--- config.mk ---
export PLATFORM = sky130hd
export DESIGN_NAME = tx_dma_axis_packer
export DESIGN_NICKNAME = d
export VERILOG_FILES = /design/src/rtl/tx_dma_pkg.sv /design/src/rtl/tx_keep_count.sv /design/src/rtl/tx_dma_axis_packer.sv
export SDC_FILE = /design/constraint.sdc
export NUM_CORES = 2
export LEC_CHECK = 0
export CAP_MARGIN = 20
export CORE_MARGIN = 2
export CORE_UTILIZATION = 30
export CTS_BUF_LIST = sky130_fd_sc_hd__clkbuf_16
export DETAILED_ROUTE_END_ITERATION = 6
export PLACE_DENSITY = 0.47
export SLEW_MARGIN = 30
export SYNTH_ARGS = -nofsm -noshare
export SYNTH_HDL_FRONTEND = slang
export SYNTH_SLANG_ARGS = --single-unit
--- constraint.sdc ---
create_clock -name i_clk -period 51.9 [get_ports i_clk]
set_input_delay 5.19 -clock i_clk [delete_from_list [all_inputs] [get_ports i_clk]]
set_output_delay 5.19 -clock i_clk [all_outputs]
set_load 0.01 [all_outputs]
--- src/rtl/tx_dma_pkg.sv ---
// Shared types and widths for the TX DMA stream path: wide beat struct and fill-level sizing.
package tx_dma_pkg;

  localparam int TX_BYTE_W     = 8;
  localparam int TX_BEAT_BYTES = 64;

  function automatic int fill_w(input int out_bytes);
    return $clog2(out_bytes) + 1;
  endfunction

  localparam int TX_FILL_W = fill_w(TX_BEAT_BYTES);

  typedef struct packed {
    logic [63:0][7:0] a64x8_tdata;
    logic [63:0]      v64_tkeep;
    logic             tlast;
  } ts_tx_dma_axis;

endpackage

--- src/rtl/tx_keep_count.sv ---
// Combinational tkeep analysis: byte count and whether the enables are contiguous from bit 0.
module tx_keep_count #(
  parameter int W = 8
) (
  input  logic [W-1:0]       keep,
  output logic [$clog2(W):0] n,
  output logic               contig
);

  localparam int N_W = $clog2(W) + 1;

  logic [W-1:0] low_mask;

  always_comb begin
    n = '0;
    for (int i = 0; i < W; i++) begin
      n = n + N_W'(keep[i]);
    end
  end

  always_comb begin
    low_mask = '0;
    for (int i = 0; i < W; i++) begin
      low_mask[i] = (i < int'(n));
    end
    contig = (keep == low_mask);
  end

endmodule

--- src/rtl/tx_dma_axis_packer.sv ---
// Packs narrow AXIS words into wide beats; beat appears one cycle after the completing accept.
// Input ready is combinational from the output stage, so a stalled beat stops intake at once.
module tx_dma_axis_packer
  import tx_dma_pkg::*;
#(
  parameter int IN_BYTES  = 8,
  parameter int OUT_BYTES = 64,
  parameter int CNT_W     = 16
) (
  input  logic                   i_clk,
  input  logic                   i_rst,
  input  logic [IN_BYTES*8-1:0]  i_s_tdata,
  input  logic [IN_BYTES-1:0]    i_s_tkeep,
  input  logic                   i_s_tlast,
  input  logic                   i_s_tvalid,
  output logic                   o_s_tready,
  output logic [OUT_BYTES*8-1:0] o_m_tdata,
  output logic [OUT_BYTES-1:0]   o_m_tkeep,
  output logic                   o_m_tlast,
  output logic                   o_m_tvalid,
  input  logic                   i_m_tready,
  output logic [CNT_W-1:0]       o_pkt_cnt,
  output logic                   o_err
);

  localparam int FILL_W = fill_w(OUT_BYTES);
  localparam int N_W    = $clog2(IN_BYTES) + 1;
  localparam int DAT_W  = OUT_BYTES * TX_BYTE_W;

  typedef enum logic {IDLE_FILL, HOLD} state_t;

  state_t                state_q, state_d;
  ts_tx_dma_axis         beat_q, beat_d;
  logic [DAT_W-1:0]      acc_dat_q, merged_dat;
  logic [OUT_BYTES-1:0]  acc_kep_q, merged_kep;
  logic [FILL_W-1:0]     fill_q;
  logic [CNT_W-1:0]      pkt_cnt_q;
  logic                  err_q;
  logic [N_W-1:0]        keep_n, eff_n;
  logic                  keep_contig;
  logic [IN_BYTES*8-1:0] word_dat;
  logic [IN_BYTES-1:0]   word_kep;
  logic                  m_vld, s_rdy, accept, m_hs, complete, drop, emit, bad_keep;

  tx_keep_count #(.W(IN_BYTES)) u_keep_count (
    .keep   (i_s_tkeep),
    .n      (keep_n),
    .contig (keep_contig)
  );

  assign m_vld    = (state_q == HOLD);
  assign s_rdy    = !m_vld || i_m_tready;
  assign accept   = i_s_tvalid && s_rdy;
  assign m_hs     = m_vld && i_m_tready;
  assign complete = i_s_tlast || (fill_q == FILL_W'(OUT_BYTES - IN_BYTES));
  // An empty last word on an empty accumulator closes nothing, so no beat is produced.
  assign drop     = i_s_tlast && (keep_n == '0) && (fill_q == '0);
  assign emit     = accept && complete && !drop;
  assign bad_keep = i_s_tlast ? !keep_contig : (keep_n != N_W'(IN_BYTES));
  // Mid-packet words always occupy a full slot so later words stay lane-aligned.
  assign eff_n    = i_s_tlast ? keep_n : N_W'(IN_BYTES);

  always_comb begin
    word_dat = '0;
    word_kep = '0;
    for (int b = 0; b < IN_BYTES; b++) begin
      if (b < int'(eff_n)) begin
        word_dat[b*8 +: 8] = i_s_tdata[b*8 +: 8];
        word_kep[b]        = 1'b1;
      end
    end
    merged_dat = acc_dat_q | (DAT_W'(word_dat) << {fill_q, 3'b000});
    merged_kep = acc_kep_q | (OUT_BYTES'(word_kep) << fill_q);
  end

  always_comb begin
    beat_d = '0;
    beat_d.a64x8_tdata[OUT_BYTES-1:0] = merged_dat;
    beat_d.v64_tkeep[OUT_BYTES-1:0]   = merged_kep;
    beat_d.tlast                      = i_s_tlast;
  end

  always_comb begin
    state_d = state_q;
    case (state_q)
      IDLE_FILL: if (emit) state_d = HOLD;
      HOLD:      if (m_hs && !emit) state_d = IDLE_FILL;
      default:   state_d = IDLE_FILL;
    endcase
  end

  always_ff @(posedge i_clk or posedge i_rst) begin
    if (i_rst) begin
      state_q   <= IDLE_FILL;
      beat_q    <= '0;
      acc_dat_q <= '0;
      acc_kep_q <= '0;
      fill_q    <= '0;
      pkt_cnt_q <= '0;
      err_q     <= 1'b0;
    end else begin
      state_q <= state_d;
      err_q   <= accept && bad_keep;
      if (emit) begin
        beat_q <= beat_d;
      end
      if (accept) begin
        if (complete) begin
          acc_dat_q <= '0;
          acc_kep_q <= '0;
          fill_q    <= '0;
        end else begin
          acc_dat_q <= merged_dat;
          acc_kep_q <= merged_kep;
          fill_q    <= fill_q + FILL_W'(IN_BYTES);
        end
      end
      if (m_hs && beat_q.tlast) begin
        pkt_cnt_q <= pkt_cnt_q + CNT_W'(1);
      end
    end
  end

  assign o_s_tready = s_rdy;
  assign o_m_tvalid = m_vld;
  assign o_m_tdata  = beat_q.a64x8_tdata[OUT_BYTES-1:0];
  assign o_m_tkeep  = beat_q.v64_tkeep[OUT_BYTES-1:0];
  assign o_m_tlast  = beat_q.tlast;
  assign o_pkt_cnt  = pkt_cnt_q;
  assign o_err      = err_q;

endmodule

# After elaboration in Yosys (flattened, before gate mapping)
# Index checks and enable logic that the tools add are counted.
# word_totals
out_inout_bits,596
reg_bits,1178
wordCells,146
# op_classes
n_lt_le_gt_ge,16
n_bitwise,3
n_eq_ne,3
n_reduce_logical,17
add_sub_neg,9
n_shift,2
n_mux,24
# op_table
operator,n
$mux 512,1
$or 512x512->512,1
$shl 64x10->512,1
$mux 64,1
$mux 8,8
$or 64x64->64,1
$shl 8x7->64,1
$lt 3x4->1 const A,8
$add 4x1->4,6
$add 16x1->16 const B,1
$lt 1x4->1 const A,4
$lt 2x4->1 const A,4
$mux 1,11
$logic_and 1x1->1,9
$eq 8x8->1,1
$add 7x4->7 const B,1
$eq 7x6->1 const B,1
$logic_not 7->1,1
$mux 7,1
$logic_not 1->1,4
$logic_not 4->1,1
$mux 4,1
$ne 4x4->1 const B,1
$add 1x1->2,1
other kinds (3),4

# Logic depth before layout (Yosys ltp)
# depth
ltp_word,16
ltp_mapped,15
mapped_depth_nobuf,12

# Hierarchy
# From an unflattened synthesis, not the netlist that was laid out.
# unflattened
cells_unflattened,4371
area_unflattened_um2,49795.3
# modules_own_cells
module,seq_area_each_um2,cells_per_inst,area_per_inst_um2,instances
tx_dma_axis_packer,29403.2,4327,49426.2,1
tx_keep_count,0.0,44,369.1,1

# Worst setup path after synthesis
# No wires, ideal clock.
# synth_path
path_kind,input to output
from,in i_m_tready
to,out o_s_tready
slack_ns,40.860
t_arrival_ns,5.850
stages,3
cell_sequence,nand2b_1 > clkbuf_1 > clkbuf_1
# synth_between
elab_chain_len,1
# synth_lines
item,line,rtl
start: declaration,tx_dma_axis_packer.sv:21,"input logic i_m_tready,"
$logic_or 1x1->1,tx_dma_axis_packer.sv:52,assign s_rdy = !m_vld || i_m_tready;
end: declaration,tx_dma_axis_packer.sv:16,"output logic o_s_tready,"
# No other way between the ends.

# Worst setup path after layout
# Ends and elaborated chain as after synthesis.

==> run metrics <==
die area 158000 sq um; post-synthesis register bit count 1175; Max H-tree Level 4; CP Max Fanout 3; Worst-Margin Slew 1.08 ns; largest area contributor in the netlist dfrtp_1; Setup TNS Final 0 ns; # clock sinks 1175; vias in the first global route 36.0k; DRC 0; area share of the leading cell type in the synthesized netlist 63.4%; TritonCTS Buffers 138; Hold WC Path Type flop to flop; placed insts 7000; fin nets 5185; Buf/Inv on CP 2; cts repair resizes 0; CTS tree done; routed len/inst 23.6 um; most frequent cell on the critical path clkdlybuf4s50_1; # port buffers 672; Die Width 397 um; ys async rst share 100%; delay-heaviest family, CP buffers and inverters; Avg Cell Area, Syn 10.0 sq um; Top FF cell, synth dfrtp_1; GRT Total Usage 21.4%; Max Cap Viol 0; core area 154000 sq um; initial antenna violation count 8; Clock Tree Buf Depth 3; Final Skew 0.0319 ns; post-route ant nets 0; Final Hold Vio Count 0; Initial DRT Pass Iterations 5; Placement Rows 144; Distinct cells, synth 57; layout overhead on the synthesized area 27.7%; crit path DAT 6.57 ns; Mapped Area 46400 sq um; FMAX 85.0 MHz; largest net degree at the start of global routing 245; first-pass GRT wire length 253000 um; DRT Wirelength 171000 um; CP peak stage delay 0.60 ns; Vias 36.8k; clk_lat worst skew 0.79 ns; P_leak 25.9 nW; synth warn 0; GPL Wtd Cong 0.776; run status finished, final reports clean; Synth area leaders dfrtp_1 (63%), a21oi_1 (7.4%), a31oi_1 (6.7%); io pins 673; min Tclk post-route 11.76 ns; Worst setup SP type input port; Post-CTS Setup Bufs 0; sequential share of the synthesized area 63.4%; fin util 38.5%; clk slew on worst S/H paths 0.06 ns; worst relative slew slack 27.8%; Syn Nets 4710; WP data required 46.71 ns; Critical Path, Cell by Cell clkdlybuf4s50_1, nand2b_2, clkdlybuf4s50_1; Synth Instances 4624; crit share post-route 22.7%; hold buffer count at CTS 0; Post-synth EDFFs 0; WS Path Type input port to output port; die height 397 um; Final HPWL DP 110000 um; CP endpoint kind output port; DRT iter0 DRCs 2817; fraction of layout instances using a drive strength above 1 6.61%; VDD IR-drop max 0.0000297 V; Initial Utilization 30.2%; clk root buf clkbuf_16; Final Slew Violations 0; total gr overflow 0; via/cell ratio 5.08; CP max stage cell clkdlybuf4s50_1; Layout Cells excl Fill 7251; Final Setup Violations 0; RSZ-0062 raised after global routing false; power density over cell area 51.0 nW/um^2
==> worst paths after layout <==
kind | from | to | slack, ns | cells after the start
hold reg to reg | o_m_tkeep[11]$_DFFE_PP0P_ | o_m_tkeep[11]$_DFFE_PP0P_ | 0.47 | 2
max in group asynchronous | i_rst | acc_dat_q[390]$_DFFE_PP0P_ | 43.21 | 6
setup reg to reg | fill_q[3]$_DFFE_PP0P_ | o_m_tdata[25]$_DFFE_PP0P_ | 46.75 | 8
min in group asynchronous | i_rst | o_pkt_cnt[10]$_DFFE_PP0P_ | 4.90 | 2
setup / recovery | i_m_tready | o_s_tready | 40.14 | 3
hold / removal | o_m_tkeep[11]$_DFFE_PP0P_ | o_m_tkeep[11]$_DFFE_PP0P_ | 0.47 | 2
==> sequential cells by signal (all words and copies together) (netlist names) <==
signal	count
o_pkt_cnt	16
o_m_tlast	1
o_err	1
o_m_tvalid	1
fill_q	4
o_m_tkeep	64
acc_dat_q	512
o_m_tdata	512
acc_kep_q	64
==> synth_stat cells (6+ instances only) <==
| master | n |
|---|---|
| a21oi_1 | 686 |
| o21ai_0 | 278 |
| buf_4 | 21 |
| buf_2 | 154 |
| buf_1 | 21 |
| dfrtp_1 | 1175 |
| buf_6 | 6 |
| and3_1 | 27 |
| o21ai_1 | 148 |
| xor2_1 | 7 |
| xnor2_1 | 9 |
| and2_1 | 78 |
| a21oi_4 | 6 |
| nor2_1 | 650 |
| a21oi_2 | 18 |
| clkbuf_1 | 217 |
| a22o_1 | 32 |
| nand2_1 | 499 |
| nand3_1 | 16 |
| a31oi_1 | 494 |
| inv_1 | 18 |
==> area by class of cell <==
cell class	instances	area [sq um]
Clock inverter	108	866
Fill cell	15300	94600
Clock buffer	139	3480
Antenna cell	1	2.50
Inverter	18	80.1
Sequential cell	1175	29400
Tap cell	2044	2560
Multi-Input combinational cell	3012	15300
Timing Repair Buffer	754	7560
==> per-layer routing <==
metal / up-vias / wire length, um / GRT usage [%]
li1: 17000 / - / -
met1: 18500 / 78200 / 30.1
met2: 1132 / 76300 / 32.0
met3: 200 / 13500 / 6.66
met4: 14 / 3240 / 4.99
met5: - / 103 / 0
==> worst register-to-register path: cells and delay by family (launching register included) <==
kind                   cells  cell delay [ns]
DFF                        1             0.56
AOI/OAI and AO/OA          3             1.35
and+or+nand+nor            1             0.62
buffers and inverters      4             2.46
==> placed cells by master (no fill, tap or decap), drive strengths merged, types with 7 or more instances in the layout <==
master | synthesis | routed
a21oi | 710 | 710
a22o | 32 | 32
a31oi | 494 | 494
and2 | 78 | 78
and3 | 27 | 27
buf | 202 | 84
bufinv | 0 | 10
clkbuf | 217 | 139
clkdlybuf4s50 | 0 | 670
clkinv | 0 | 65
dfrtp | 1175 | 1175
inv | 18 | 50
nand2 | 500 | 500
nand3 | 17 | 17
nor2 | 651 | 651
nor3 | 7 | 7
o21ai | 427 | 427
xnor2 | 10 | 10
xor2 | 7 | 7
==> per-stage QoR <==
stage / total power (W) / area, sq um / hold WS [ns] / setup slack, ns
final: 0.00303 / 59300 / 0.467 / 40.14
after global routing: 0.00319 / 59300 / 0.484 / 40.03
after CTS: 0.00306 / 59100 / 0.470 / 40.13
after detailed placement: 0.00210 / 54800 / 0.457 / 39.56
after global placement: 0.00209 / 54600 / 0.450 / 39.69
after floorplan: 0.00162 / 46400 / 0.448 / 13.61
==> report_power, final <==
group / internal [W] / leakage (nW) / switching, W / total [W]
combinational: 0.000354 / 7.99 / 0.000460 / 0.000815
sequential: 0.00111 / 15.7 / 0.000154 / 0.00127
clock: 0.000539 / 2.24 / 0.000405 / 0.000944
total: 0.00201 / 25.9 / 0.00102 / 0.00303
==> kinds of logic (layout without fill, tap and decap cells) <==
| family | after synthesis | after routing | synth area share, % |
|---|---|---|---|
| AO/OA/AOI/OAI | 1684 | 1684 | 20.3 |
| XOR/XNOR | 17 | 17 | 0.361 |
| adder cells (fa/ha/maj) | 9 | 9 | 0.307 |
| buffers and inverters | 437 | 1019 | 4.22 |
| flip-flops | 1175 | 1175 | 63.4 |
| multiplexers | 2 | 2 | 0.0485 |
| other | 0 | 1 | 0 |
| AND/OR/NAND/NOR | 1300 | 1300 | 11.4 |
Power figures use the tool's default switching activity.
